==> src/rtl/sum_accumulator_pkg.sv <==
// rtl/sum_accumulator_pkg.sv - shared state encoding and adder result width
package sum_accumulator_pkg;

  typedef logic [1:0] state_t;

  localparam state_t S_IDLE  = 2'd0;
  localparam state_t S_ACCUM = 2'd1;
  localparam state_t S_DONE  = 2'd2;

  // {Carry_reg, Sum_reg} from the upstream 2-bit adder
  localparam int RESULT_W = 3;

endpackage

==> src/rtl/sum_accumulator_if.sv <==
// rtl/sum_accumulator_if.sv - sample input and frame total handshake bundle
interface sum_accumulator_if #(
  parameter int ACC_W = 8
);
  import sum_accumulator_pkg::*;

  logic                  Start;
  logic                  In_valid;
  logic                  In_ready;
  logic                  Carry_in;
  logic [RESULT_W-2:0]   Sum_in;
  logic                  Out_valid;
  logic                  Out_ready;
  logic [ACC_W-1:0]      Acc_sum;
  logic                  Overflow;
  logic                  Busy;

  modport master (
    output Start, In_valid, Carry_in, Sum_in, Out_ready,
    input  In_ready, Out_valid, Acc_sum, Overflow, Busy
  );

  modport slave (
    input  Start, In_valid, Carry_in, Sum_in, Out_ready,
    output In_ready, Out_valid, Acc_sum, Overflow, Busy
  );

endinterface

==> src/rtl/sum_accumulator.sv <==
// rtl/sum_accumulator.sv - frames NUM_SAMPLES adder results into a saturating total
module sum_accumulator
  import sum_accumulator_pkg::*;
#(
  parameter int NUM_SAMPLES = 4,
  parameter int ACC_W       = 8
) (
  input logic              Clk,
  input logic              Reset,
  sum_accumulator_if.slave bus
);

  localparam int               CNT_W    = $clog2(NUM_SAMPLES + 1);
  localparam logic [CNT_W-1:0] LAST_CNT = CNT_W'(NUM_SAMPLES - 1);

  state_t           state;
  state_t           state_nxt;
  logic [ACC_W-1:0] acc;
  logic [CNT_W-1:0] count;
  logic             overflow;
  logic             accept;
  logic             frame_start;
  logic [ACC_W:0]   sum_wide;

  assign accept      = (state == S_ACCUM) && bus.In_valid;
  assign frame_start = bus.Start &&
                       ((state == S_IDLE) || ((state == S_DONE) && bus.Out_ready));
  // One guard bit catches the carry out of the total for saturation
  assign sum_wide    = {1'b0, acc} + {{(ACC_W-2){1'b0}}, bus.Carry_in, bus.Sum_in};

  always_ff @(posedge Clk or posedge Reset) begin
    if (Reset) begin
      state <= S_IDLE;
    end else begin
      state <= state_nxt;
    end
  end

  always_comb begin
    state_nxt = state;
    case (state)
      S_IDLE:  if (bus.Start) state_nxt = S_ACCUM;
      S_ACCUM: if (accept && (count == LAST_CNT)) state_nxt = S_DONE;
      S_DONE:  if (bus.Out_ready) state_nxt = bus.Start ? S_ACCUM : S_IDLE;
      default: state_nxt = S_IDLE;
    endcase
  end

  always_comb begin
    bus.In_ready  = (state == S_ACCUM);
    bus.Out_valid = (state == S_DONE);
    bus.Busy      = (state == S_ACCUM) || (state == S_DONE);
  end

  always_ff @(posedge Clk or posedge Reset) begin
    if (Reset) begin
      acc      <= '0;
      count    <= '0;
      overflow <= 1'b0;
    end else if (frame_start) begin
      acc      <= '0;
      count    <= '0;
      overflow <= 1'b0;
    end else if (accept) begin
      count <= count + CNT_W'(1);
      if (sum_wide[ACC_W]) begin
        acc      <= '1;
        overflow <= 1'b1;
      end else begin
        acc <= sum_wide[ACC_W-1:0];
      end
    end
  end

  assign bus.Acc_sum  = acc;
  assign bus.Overflow = overflow;

endmodule
==> src/flat_wrapper.sv <==
// flat-port wrapper written by rule: the top's interface ports become plain ports
module sum_accumulator_flat import sum_accumulator_pkg::*;
#(
  parameter int NUM_SAMPLES = 4,
  parameter int ACC_W       = 8
)
  (Clk, Reset, bus_Start, bus_In_valid, bus_Carry_in, bus_Sum_in, bus_Out_ready, bus_In_ready, bus_Out_valid, bus_Acc_sum, bus_Overflow, bus_Busy);
  sum_accumulator_if #(.ACC_W(ACC_W)) bus_i ();
  input logic Clk;
  input logic Reset;
  input wire logic [$bits(bus_i.Start)-1:0] bus_Start;
  input wire logic [$bits(bus_i.In_valid)-1:0] bus_In_valid;
  input wire logic [$bits(bus_i.Carry_in)-1:0] bus_Carry_in;
  input wire logic [$bits(bus_i.Sum_in)-1:0] bus_Sum_in;
  input wire logic [$bits(bus_i.Out_ready)-1:0] bus_Out_ready;
  output wire logic [$bits(bus_i.In_ready)-1:0] bus_In_ready;
  output wire logic [$bits(bus_i.Out_valid)-1:0] bus_Out_valid;
  output wire logic [$bits(bus_i.Acc_sum)-1:0] bus_Acc_sum;
  output wire logic [$bits(bus_i.Overflow)-1:0] bus_Overflow;
  output wire logic [$bits(bus_i.Busy)-1:0] bus_Busy;
  assign bus_i.Start = bus_Start;
  assign bus_i.In_valid = bus_In_valid;
  assign bus_i.Carry_in = bus_Carry_in;
  assign bus_i.Sum_in = bus_Sum_in;
  assign bus_i.Out_ready = bus_Out_ready;
  assign bus_In_ready = bus_i.In_ready;
  assign bus_Out_valid = bus_i.Out_valid;
  assign bus_Acc_sum = bus_i.Acc_sum;
  assign bus_Overflow = bus_i.Overflow;
  assign bus_Busy = bus_i.Busy;
  sum_accumulator #(.NUM_SAMPLES(NUM_SAMPLES), .ACC_W(ACC_W)) u_core (.Clk(Clk), .Reset(Reset), .bus(bus_i));
endmodule
==> config.mk <==
export PLATFORM = sky130hd
export DESIGN_NAME = sum_accumulator_flat
export DESIGN_NICKNAME = d
export VERILOG_FILES = /design/src/rtl/sum_accumulator_pkg.sv /design/src/rtl/sum_accumulator_if.sv /design/src/rtl/sum_accumulator.sv /design/src/flat_wrapper.sv
export SDC_FILE = /design/constraint.sdc
export NUM_CORES = 1
export LEC_CHECK = 0
export BUFFER_PORTS_ARGS = -buffer_cell sky130_fd_sc_hd__buf_4
export CAP_MARGIN = 15
export CORE_ASPECT_RATIO = 1.2
export CORE_MARGIN = 3
export CORE_UTILIZATION = 52
export CTS_CLUSTER_DIAMETER = 60
export DETAILED_ROUTE_END_ITERATION = 12
export PLACE_DENSITY = 0.77
export SLEW_MARGIN = 20
export SYNTH_ARGS = -nofsm -noshare
export SYNTH_HDL_FRONTEND = slang
export SYNTH_SLANG_ARGS = --single-unit
==> constraint.sdc <==
create_clock -name Clk -period 2.2 [get_ports Clk]
set_clock_uncertainty 0.1 [all_clocks]
set_input_delay 0.44 -clock Clk [delete_from_list [all_inputs] [get_ports Clk]]
set_output_delay 0.44 -clock Clk [all_outputs]
set_load 0.03 [all_outputs]
==> flow_metrics.env <==
export IMPL_initial_core_util_pct=58.25
export IMPL_cts_tree="yes"
export IMPL_syn_area_um2=874.6
export IMPL_drv_cap=0
export IMPL_drv_slew=0
export IMPL_grt_pass1_wl_um=2808
export IMPL_grt_max_degree=15
export IMPL_areaGrowthSynthToFinish_pct=23.46
export IMPL_grt_overflow_total=0
export IMPL_setup_viol=0
export IMPL_rsz0062_at_grt="false"
export IMPL_grt_pass1_vias=661
export IMPL_rows=15
export IMPL_ys_types=27
export IMPL_dieArea_um2=2212
export IMPL_fmax_mhz=495.6
export IMPL_route_detailed_wl_per_inst_um=13.66
export IMPL_ios=20
export IMPL_wl_um=1707
export IMPL_yosysSeqAreaShare_pct=40.06
export IMPL_tightest_slew_ns=0.5220
export IMPL_cp_start_kind="register"
export IMPL_fp_dieW_um=43.44
export IMPL_synth_nets=104
export IMPL_nFillCells=98
export IMPL_period_needed_ns=2.018
export IMPL_post_cts_buffers=0
export IMPL_avgSynthCellArea_um2=10.29
export IMPL_hold_viol_final=0
export IMPL_ctsHoldBuffers=0
export IMPL_path_clk_slew_ns=0.09
export IMPL_die_h_um=50.93
export IMPL_cp_arrival_ns=2.07
export IMPL_clk_latency_ns=0.27
export IMPL_dp_hpwl_um=1334
export IMPL_worstPathRequired_ns=2.25
export IMPL_numClockSinks=14
export IMPL_antenna_left=0
export IMPL_final_nets=128
export IMPL_worstHoldPathType="input port to async pin"
export IMPL_antenna_found_initial=0
export IMPL_htreeDepth=1
export IMPL_drc=0
export IMPL_routed_via_density=5.472
export IMPL_layout_common_cells="21 x buf_4, 14 x dfrtp_1, 10 x ha_1"
export IMPL_diodes=0
export IMPL_core_um2=1501
export IMPL_power_density_nw_per_um2=1119
export IMPL_cts_repair_resize_count=0
export IMPL_place_gp_congestion=0.7903
export IMPL_ir_worst_vdd_v=0.0005733
export IMPL_final_common_cell="buf_4"
export IMPL_drive_gt1_share_pct=31.48
export IMPL_drtPass1Iterations=4
export IMPL_endpoint_kind="register"
export IMPL_numCtsBuffers=3
export IMPL_fin_setup_tns_ns=0
export IMPL_hold_ws_ns=0.09621
export IMPL_status="finished clean"
export IMPL_leakagePower_uw=0.0005395
export IMPL_drtIter0Drc=11
export IMPL_track_usage_pct=16.87
export IMPL_cts_root_buffer="clkbuf_4"
export IMPL_via_count=684
export IMPL_worst_setup_path_type="register to register"
export IMPL_worstPathMaxFanout=4
export IMPL_maxSlewHeadroom_pct=65.16
export IMPL_portBuffers=19
export IMPL_period_share_pct=91.72
export IMPL_syn_inst=85
export IMPL_cts_buffer_depth=2
export IMPL_yosys_warnings=0
export IMPL_ys_ff_latch=14
## critical path: stages, from the launching register on
cell	delay, ns
dfrtp_1	0.40
ha_1	0.25
fa_1	0.42
a21oi_1	0.34
nor2_2	0.10
a41oi_1	0.22
nor3_1	0.07
## sequential cells by signal, indices dropped and copies added, names as in the netlist
signal / count
u_core.bus.Acc_sum: 8
u_core.bus.Overflow: 1
u_core.count: 3
u_core.state: 2
## area by class of cell
cell class / count / area, um^2 / area share, %
flip-flops and latches: 14 / 350.3 / 32.44
repair buffers: 21 / 157.7 / 14.60
well taps: 17 / 21.27 / 1.970
inverters: 6 / 22.52 / 2.086
clock buffers: 4 / 36.28 / 3.360
multi-input cells: 63 / 491.7 / 45.54
## report_power, final
group          total, uW  switching, uW  internal, uW
Sequential           381           61.5           319
Combinational        645            392           254
Clock                182           81.5           100
Total               1210            535           673
## cell usage after synthesis
| cell | count | area [um^2] |
|---|---|---|
| nor2_1 | 8 | 30.03 |
| xor2_1 | 1 | 8.760 |
| mux2i_1 | 3 | 30.03 |
| nand2_1 | 6 | 22.52 |
| nor3b_2 | 1 | 12.51 |
| a211oi_2 | 1 | 12.51 |
| o21ai_1 | 6 | 30.03 |
| inv_1 | 5 | 18.77 |
| buf_2 | 2 | 10.01 |
| nor4_1 | 1 | 6.260 |
| fa_1 | 1 | 20.02 |
| xnor2_1 | 4 | 35.03 |
| nor3_1 | 1 | 5.000 |
| nor2_2 | 1 | 6.260 |
| inv_2 | 1 | 3.750 |
| ha_1 | 10 | 125.1 |
| o21ai_0 | 4 | 20.02 |
| nor3_2 | 2 | 20.02 |
| nand2_2 | 1 | 6.260 |
| o211ai_1 | 1 | 7.510 |
| nand4_2 | 1 | 12.51 |
| dfrtp_1 | 14 | 350.3 |
| a21oi_1 | 6 | 30.03 |
| nand3_1 | 1 | 5.000 |
| a222oi_1 | 1 | 10.01 |
| a41oi_1 | 1 | 8.760 |
| nand4bb_4 | 1 | 27.53 |
## logic make-up (layout without fill, tap and decap cells)
| logic type | Yosys count | in the layout | synth area share (%) |
|---|---|---|---|
| compound gates | 20 | 20 | 13.59 |
| xor+xnor | 5 | 5 | 5.007 |
| fa+ha+maj | 11 | 11 | 16.60 |
| buf+inv | 8 | 31 | 3.719 |
| flops | 14 | 14 | 40.06 |
| mux | 3 | 3 | 3.434 |
| simple gates | 24 | 24 | 17.60 |
## final timing paths
kind / from / endpoint / slack (ns) / depth (start not counted)
worst max-delay path: u_core.bus.Acc_sum[0] / u_core.bus.Acc_sum[6] / 0.18 / 6
worst min-delay path: Reset / u_core.count[0] / 0.1 / 2
worst max register to register: u_core.bus.Acc_sum[0] / u_core.bus.Acc_sum[6] / 0.18 / 6
worst min register to register: u_core.bus.Overflow / u_core.bus.Overflow / 0.43 / 2
max in group asynchronous: Reset / u_core.bus.Acc_sum[6] / 1.55 / 2
min in group Clk: bus_In_valid / u_core.count[1] / 0.36 / 3
## per-stage QoR
step                total power [uW]  instance area, um^2  setup WS, ns  cells  util, %
floorplan                      842.1                874.6        0.1514     85        -
global placement                1009                 1044        0.1094    121    69.50
detailed placement              1025                 1044       0.06946    121    69.50
CTS                             1218                 1080        0.1786    125    71.92
global route                    1290                 1080       0.04348    125    71.92
finish                          1208                 1080        0.1822    125    71.92
## per-layer routing
layer  vias up  GRT usage, %  share of wire, %
met5         -             0                 0
met4         0         4.523              0.88
met3         2         2.113               3.1
met2         8         32.27                54
met1       328         19.07                42
li1        346             -                 -
(Power assumes the default switching activity.)
